**config.mk**
```make
export PLATFORM = sky130hd
export DESIGN_NAME = frame_loader
export DESIGN_NICKNAME = d
export VERILOG_FILES = /design/src/rtl/frame_loader_pkg.sv /design/src/rtl/frame_loader_addr_gen.sv /design/src/rtl/frame_loader.sv
export SDC_FILE = /design/constraint.sdc
export NUM_CORES = 1
export LEC_CHECK = 0
export BUFFER_PORTS_ARGS = -buffer_cell sky130_fd_sc_hd__buf_4
export CAP_MARGIN = 20
export CORE_MARGIN = 3
export CORE_UTILIZATION = 61
export CTS_BUF_LIST = sky130_fd_sc_hd__clkbuf_4
export CTS_CLUSTER_SIZE = 20
export DETAILED_ROUTE_END_ITERATION = 7
export PLACE_DENSITY = 0.82
export SYNTH_ARGS = -nofsm -noshare
export SYNTH_HDL_FRONTEND = slang
export SYNTH_SLANG_ARGS = --single-unit
```
**constraint.sdc**
```tcl
create_clock -name clk -period 3.1 [get_ports clk]
set_input_delay 0.155 -clock clk [delete_from_list [all_inputs] [get_ports clk]]
set_output_delay 0.155 -clock clk [all_outputs]
set_load 0.05 [all_outputs]
```
**src/rtl/frame_loader_pkg.sv**
```systemverilog
// Shared display geometry for the 80x80 frame buffer, plus loader state encoding.
// The VGA read side imports the same constants so both sides agree on the column-major map.
package frame_loader_pkg;

    localparam int DISP_W = 80;
    localparam int DISP_H = 80;
    localparam int DISP_ADDR_W = 13;
    localparam logic [7:0] DISP_SYNC = 8'hA5;

    typedef enum logic [1:0] {
        ST_IDLE = 2'd0,
        ST_LOAD = 2'd1,
        ST_DONE = 2'd2
    } state_t;

    // 8-bit luminance down to the 2-bit gray level held in data[1:0].
    function automatic logic [7:0] quantize_luma(input logic [7:0] luma);
        return {6'b0, luma[7:6]};
    endfunction

endpackage

```
**src/rtl/frame_loader_addr_gen.sv**
```systemverilog
// Column-major write-address walker: addr tracks col*IMG_H + row using adds only.
// Pixels arrive in raster order, so each step moves one column right (addr += IMG_H).
module loader_addr_gen #(
    parameter int IMG_W  = 80,
    parameter int IMG_H  = 80,
    parameter int ADDR_W = 13
) (
    input  logic              clk,
    input  logic              rst,
    input  logic              start_i,
    input  logic              step_i,
    output logic [ADDR_W-1:0] addr_o,
    output logic              last_o
);

    localparam logic [ADDR_W-1:0] COL_LAST   = ADDR_W'(IMG_W - 1);
    localparam logic [ADDR_W-1:0] ROW_LAST   = ADDR_W'(IMG_H - 1);
    localparam logic [ADDR_W-1:0] ROW_STRIDE = ADDR_W'(IMG_H);

    logic [ADDR_W-1:0] col_q, col_d;
    logic [ADDR_W-1:0] row_q, row_d;
    logic [ADDR_W-1:0] addr_q, addr_d;

    always_comb begin
        col_d  = col_q;
        row_d  = row_q;
        addr_d = addr_q;
        if (start_i) begin
            col_d  = '0;
            row_d  = '0;
            addr_d = '0;
        end else if (step_i) begin
            if (col_q != COL_LAST) begin
                col_d  = col_q + ADDR_W'(1);
                addr_d = addr_q + ROW_STRIDE;
            end else begin
                // Wrapping to column 0 of the next row lands on address row+1.
                col_d  = '0;
                row_d  = row_q + ADDR_W'(1);
                addr_d = row_q + ADDR_W'(1);
            end
        end
    end

    always_ff @(posedge clk or posedge rst) begin
        if (rst) begin
            col_q  <= '0;
            row_q  <= '0;
            addr_q <= '0;
        end else begin
            col_q  <= col_d;
            row_q  <= row_d;
            addr_q <= addr_d;
        end
    end

    assign addr_o = addr_q;
    assign last_o = (col_q == COL_LAST) && (row_q == ROW_LAST);

endmodule

```
**src/rtl/frame_loader.sv**
```systemverilog
// Write side of the display path: waits for a sync byte, then stores one transposed frame.
// Handshake: a byte transfers on a rising edge where in_valid && in_ready; in_ready drops only in DONE.
module frame_loader
    import frame_loader_pkg::*;
#(
    parameter int         IMG_W     = DISP_W,
    parameter int         IMG_H     = DISP_H,
    parameter int         ADDR_W    = DISP_ADDR_W,
    parameter logic [7:0] SYNC_BYTE = DISP_SYNC,
    parameter int         TIMEOUT   = 1048576,
    parameter int         QUANTIZE  = 1
) (
    input  logic              clk,
    input  logic              rst,
    input  logic              in_valid,
    input  logic [7:0]        in_data,
    output logic              in_ready,
    output logic              we,
    output logic [ADDR_W-1:0] waddr,
    output logic [7:0]        wdata,
    output logic              busy,
    output logic              frame_done,
    output logic              error,
    output state_t            dbg_state
);

    localparam int CNT_W = $clog2(TIMEOUT + 1);
    // Abort when the counter would step onto TIMEOUT-1 with no transfer.
    localparam logic [CNT_W-1:0] CNT_ABORT = CNT_W'(TIMEOUT - 2);

    state_t            state_q, state_d;
    logic [CNT_W-1:0]  idle_q, idle_d;
    logic              we_q;
    logic [ADDR_W-1:0] waddr_q;
    logic [7:0]        wdata_q;
    logic              err_q, err_d;
    logic              xfer;
    logic              start;
    logic              step;
    logic [ADDR_W-1:0] gen_addr;
    logic              gen_last;
    logic [7:0]        pix;

    assign in_ready = (state_q != ST_DONE);
    assign xfer     = in_valid && in_ready;
    assign pix      = (QUANTIZE != 0) ? quantize_luma(in_data) : in_data;

    loader_addr_gen #(
        .IMG_W (IMG_W),
        .IMG_H (IMG_H),
        .ADDR_W(ADDR_W)
    ) u_addr_gen (
        .clk    (clk),
        .rst    (rst),
        .start_i(start),
        .step_i (step),
        .addr_o (gen_addr),
        .last_o (gen_last)
    );

    always_comb begin
        state_d = state_q;
        idle_d  = idle_q;
        start   = 1'b0;
        step    = 1'b0;
        err_d   = 1'b0;
        case (state_q)
            ST_IDLE: begin
                if (xfer && (in_data == SYNC_BYTE)) begin
                    state_d = ST_LOAD;
                    start   = 1'b1;
                    idle_d  = '0;
                end
            end
            ST_LOAD: begin
                if (xfer) begin
                    step   = 1'b1;
                    idle_d = '0;
                    if (gen_last) state_d = ST_DONE;
                end else if (idle_q == CNT_ABORT) begin
                    state_d = ST_IDLE;
                    err_d   = 1'b1;
                    idle_d  = '0;
                end else begin
                    idle_d = idle_q + CNT_W'(1);
                end
            end
            ST_DONE: state_d = ST_IDLE;
            default: state_d = ST_IDLE;
        endcase
    end

    always_ff @(posedge clk or posedge rst) begin
        if (rst) begin
            state_q <= ST_IDLE;
            idle_q  <= '0;
            we_q    <= 1'b0;
            waddr_q <= '0;
            wdata_q <= '0;
            err_q   <= 1'b0;
        end else begin
            state_q <= state_d;
            idle_q  <= idle_d;
            we_q    <= step;
            err_q   <= err_d;
            if (step) begin
                waddr_q <= gen_addr;
                wdata_q <= pix;
            end
        end
    end

    assign we         = we_q;
    assign waddr      = waddr_q;
    assign wdata      = wdata_q;
    assign busy       = (state_q == ST_LOAD);
    assign frame_done = (state_q == ST_DONE);
    assign error      = err_q;
    assign dbg_state  = state_q;

endmodule

```
Yosys cells after proc, flatten, opt, wreduce, memory -nomap -nowiden --
Index checks and enable logic that the tools add are counted. Widths: inputs -> output; s select.
Word-level totals: flip-flop bits (word level) 79, input port bits 11, output and inout bits 28
Operators by class: add/sub/neg operators 4, eq/ne operators 12, mux-type cells 25, reduce and logical (&&, ||, !) cells 9
Operator list (number):
- $mux 13 | 9
- $mux 21 | 3
- $pmux 21 s2 | 1
- $add 13x1->13 const B | 2
- $eq 13x7->1 const B | 2
- $add 21x1->21 const B | 1
- $eq 21x20->1 const B | 1
- $add 13x7->13 const B | 1
- $ne 13x7->1 const B | 1
- $eq 8x8->1 const B | 1
- $mux 2 | 4
- $mux 1 | 7
- $ne 2x2->1 const B | 3
- $pmux 2 s2 | 1
- $reduce_and 2->1 | 2
- $reduce_bool 2->1 | 2
- $logic_and 1x1->1 | 3
- $ne 3x1->1 const B | 1
- $ne 3x2->1 const B | 1
- $reduce_and 3->1 | 1
- $eq 2x1->1 const B | 1
- $eq 2x2->1 const B | 1
- $logic_not 2->1 | 1

Logic depth before layout (Yosys ltp) --
depth after elaboration 7, depth in mapped cells 9, gate-level depth less buffers 7

Cells and area by module --
A second synthesis with hierarchy kept.
Second synthesis, totals: cell total of the unflattened synthesis 457, area, all modules 4356.7 um^2
Modules (own cells, without submodules):
- loader_addr_gen | times used 1, cells each 260, area each 2311.0 um^2, seq. area each 975.9 um^2
- frame_loader | times used 1, cells each 197, area each 2045.7 um^2, seq. area each 1001.0 um^2

Least setup slack after synthesis --
OpenSTA, ideal clock, no wires.
path type register to register, start register state_q[0], in the netlist dbg_state[0], end register u_addr_gen.col_q[12], setup time 110 ps, data arrival time 2977 ps, required time 2990 ps, setup slack 13 ps, stages on the path, launching flop included 8, path buffers 2, cells stage by stage dfrtp_1 > nor2b_1 > nand2_1 > inv_1 > clkbuf_1 > o41ai_1 > clkbuf_1 > o41ai_1
RTL lines:
- from (decl) | RTL line frame_loader.sv:31 | state_t state_q, state_d;
- from (signal assigned) | RTL line frame_loader.sv:102 | state_q <= state_d;
- $eq 2x1->1
- net busy | RTL line frame_loader.sv:21 | output logic busy,
- $mux 1 | RTL line frame_loader.sv:67 | case (state_q)
- $reduce_bool 2->1 (no source line)
- to (signal assigned) | RTL line frame_loader_addr_gen.sv:51 | col_q <= col_d;
- to (decl) | RTL line frame_loader_addr_gen.sv:20 | logic [ADDR_W-1:0] col_q, col_d;
The timed path passes the listed nets, and every way through them passes these cells. A chain may end at the register's enable or synchronous reset.

Worst setup path in the final report --
start register idle_q[7], end register idle_q[11]
On the way: cells in the longest elaborated chain, start to end 4
RTL lines:
- from (decl) | RTL line frame_loader.sv:32 | logic [CNT_W-1:0] idle_q, idle_d;
- from (signal assigned) | RTL line frame_loader.sv:103 | idle_q <= idle_d;
- $add 21x1->21 / $eq 21x20->1 (equally long branches) | RTL line frame_loader.sv:85, frame_loader.sv:80
- $mux 21 * | RTL line frame_loader.sv:80 | end else if (idle_q == CNT_ABORT) begin
- $mux 21 * | RTL line frame_loader.sv:76 | if (xfer) begin
- $pmux 21 s2 * | RTL line frame_loader.sv:67
Every way passes the cells marked *; elsewhere a longest branch is shown, timed or not.

==> flow_summary.ini <==
[clock_tree]
cts_num_sinks = 79
root_buffer = sky130_fd_sc_hd__clkbuf_4
cts.repair_timing.setup_buffer_count = 0
numCtsBuffers = 9
insertion_delay_ns = 0.41
cts_htree_levels = 3
cts_tree = built
clk_path_buf_depth = 2
clk_pin_slew_ns = 0.12

[global_routing]
grt_usage_pct = 24.9
first_global_vias = 3175
globalRoute.totalOverflow = 0
first_pass_grt_wire_length_microns = 15000
largest_net_degree_at_the_start_of_global_routing = 43
antenna_found_initial = 0

[power]
vdd_drop_max_mv = 0.370
leakagePower_uw = 0.00210
post-layout-total-power_uw = 2430
power_per_cell_area_nw_per_um2 = 534

[route]
vias_per_cell = 5.96
route.final.wire_length_microns = 8940
dr.pass1.iters = 4
drc = 0
detail-route-antenna-nets = 0
post_detailed_route_wirelength_per_cell_microns = 16.1
drt-initial-drc-count = 158
route.vias.total = 3316

[floorplan]
num_rows = 29
dieHeight_microns = 87.4
coreArea_sq_um = 6390
floorplan.initialDensity_pct = 63.3
io_pins = 39
fp.dieArea_sq_um = 7640
die_w_microns = 87.4

[placed_design]
buffer_ports.inserted = 32
detail_placement_hpwl_microns = 6200
gpl.final_weighted_congestion = 0.907
dpl_cell_area_sq_um = 4350

[timing]
worst_hold_slack_ns = 0.123
worst_clk_skew_ns = 0.0180
achievable-frequency_ghz = 0.391
tns_ns = 0
final-setup-viol-count = 0
post-route-min-period_ns = 2.56
drv_slew = 0
timing_worst_slew_pin_value_ns = 1.04
report.final.hold_viol_count = 0
grt_setup_unrepaired = false
period_share_pct = 82.6
timing.slew.headroom_pct = 30.6

[finish]
nets = 491
final_cell_mix = sky130_fd_sc_hd__nand2_1 (86), sky130_fd_sc_hd__dfrtp_1 (79), sky130_fd_sc_hd__nor2_1 (40), sky130_fd_sc_hd__buf_4 (40), sky130_fd_sc_hd__xnor2_1 (30)
syn2layout_area_growth_pct = 12.6
layout.cells.most_common = sky130_fd_sc_hd__nand2_1
final_design_area_no_fill_sq_um = 4550
proportion_of_layout_cells_with_a_drive_suffix_above_1_pct = 14.0
layout_filler_cell_count = 477
n_antenna_cell = 0

[yosys]
synth.distinct_cells = 53
synth_area_in_simple_gates_pct = 27.5
synth_warn = 0
synth_adder_area_share_pct = 1.55
number_of_enable_type_register_cells_in_the_synthesized_netlist = 0
yosys_most_used_dff = sky130_fd_sc_hd__dfrtp_1
netlist_area_sq_um = 4050
synth_xor_area_share_pct = 7.79
ys_async_sr_fraction_pct = 100
synth-compound-area-share_pct = 10.2
dominant_combinational_cell_family_by_area_after_synthesis = simple AND/OR/NAND/NOR gates
synth.area.mux_share_pct = 0.495
postSynthRegisterBits = 79
synth_seq_area_share_pct = 48.9
postSynthAreaPerCell_sq_um = 9.26
synthesis.instances = 437

[critical_path]
cp.required_ns = 3.39
setup.worst_path.start_class = register
timing.critical_path.to_type = register
path_class = register to register
crit_arrival_ns = 2.85
crit_path_max_fanout = 9

[run]
max-cap-violations = 0

[worst_hold_path]
worstHoldPathType = input pin to register

[run_status]
status = complete, no violations
## synthesized netlist by cell type (5+ instances only)
cell,count,area [sq um]
sky130_fd_sc_hd__nor4_1,9,56.3
sky130_fd_sc_hd__nor3_1,19,95.1
sky130_fd_sc_hd__dfrtp_1,79,1980
sky130_fd_sc_hd__o221ai_1,5,43.8
sky130_fd_sc_hd__xor2_1,6,52.6
sky130_fd_sc_hd__nor2_1,40,150
sky130_fd_sc_hd__nand4_1,11,68.8
sky130_fd_sc_hd__nand3_1,13,65.1
sky130_fd_sc_hd__ha_1,5,62.6
sky130_fd_sc_hd__xnor2_1,30,263
sky130_fd_sc_hd__buf_4,6,45.0
sky130_fd_sc_hd__inv_1,8,30.0
sky130_fd_sc_hd__clkbuf_1,12,45.0
sky130_fd_sc_hd__a21oi_1,6,30.0
sky130_fd_sc_hd__nand2_1,86,323
sky130_fd_sc_hd__or3_1,5,31.3
sky130_fd_sc_hd__o21ai_0,25,125
sky130_fd_sc_hd__and4_1,5,43.8
## metrics by stage
stage,setup slack (ns),util (%),instances
2_1_floorplan,0.0130,-,442
3_3_place_gp,0.663,68.1,538
3_5_place_dp,0.602,68.1,538
4_1_cts,0.562,71.3,556
5_1_grt,0.358,71.3,556
6_report,0.541,71.3,556
## per-layer routing
layer	share of wire (%)	track usage [%]
met1	47	35.0
met4	1.3	9.07
met2	48	38.6
met3	4.3	4.64
met5	0	0
## final timing paths
kind                       cells past startpoint  slack [ns]                          endpoint                   from
min                                            3        0.12                   error$_DFF_PP0_               in_valid
min in group asynchronous                      3        0.48  u_addr_gen.addr_o[6]$_DFFE_PP0P_                    rst
max                                            6        0.54            idle_q[11]$_DFFE_PP0P_  idle_q[7]$_DFFE_PP0P_
max in group asynchronous                      4        1.82              waddr[2]$_DFFE_PP0P_                    rst
min reg2reg                                    2        0.49              waddr[8]$_DFFE_PP0P_   waddr[8]$_DFFE_PP0P_
max reg2reg                                    6        0.54            idle_q[11]$_DFFE_PP0P_  idle_q[7]$_DFFE_PP0P_
## sequential cells by signal, indices dropped and copies added, names as in the netlist
signal,count
we,1
u_addr_gen.row_q,13
error,1
u_addr_gen.col_q,13
idle_q,21
waddr,13
dbg_state,2
u_addr_gen.addr_o,13
wdata,2
## repair_timing
| action | 4_1_cts | 5_1_grt |
|---|---|---|
| hold buffers | 3 | 0 |
| endpoints found under the setup margin | 0 | 0 |
| hold endpoints to repair | 42 | 0 |
| resized for setup | 0 | 0 |
## layout make-up
class / instances / area [sq um] / area share [%]
flip-flops and latches: 79 / 1980 / 43.4
multi-input cells: 334 / 1950 / 42.8
repair buffers: 43 / 330 / 7.25
clock inverters: 5 / 97.6 / 2.14
well taps: 77 / 96.3 / 2.12
clock buffers: 10 / 75.1 / 1.65
inverters: 8 / 30.0 / 0.659
## critical path, cell delays in order, from the launching register on
cell and delay (ns):
sky130_fd_sc_hd__dfrtp_1 0.45, sky130_fd_sc_hd__nand4_1 0.19, sky130_fd_sc_hd__or3_1 0.46, sky130_fd_sc_hd__o21bai_1 0.51
sky130_fd_sc_hd__nor2b_1 0.49, sky130_fd_sc_hd__buf_4 0.26, sky130_fd_sc_hd__nor2_1 0.08
## report_power, final
| group | total (uW) | leakage, uW | switching (uW) | internal, uW |
|---|---|---|---|---|
| Sequential | 1200 | 0.00108 | 83.9 | 1110 |
| Combinational | 491 | 0.000928 | 331 | 160 |
| Clock | 741 | 0.0000915 | 332 | 409 |
## cells by family after synthesis
| family | after synthesis |
|---|---|
| AND/OR/NAND/NOR | 222 |
| flip-flops | 79 |
| AO/OA/AOI/OAI | 63 |
| XOR/XNOR | 36 |
| buffers and inverters | 29 |
| adder cells (fa/ha/maj) | 5 |
| multiplexers | 2 |
| other | 1 |
(Power assumes the default switching activity.)
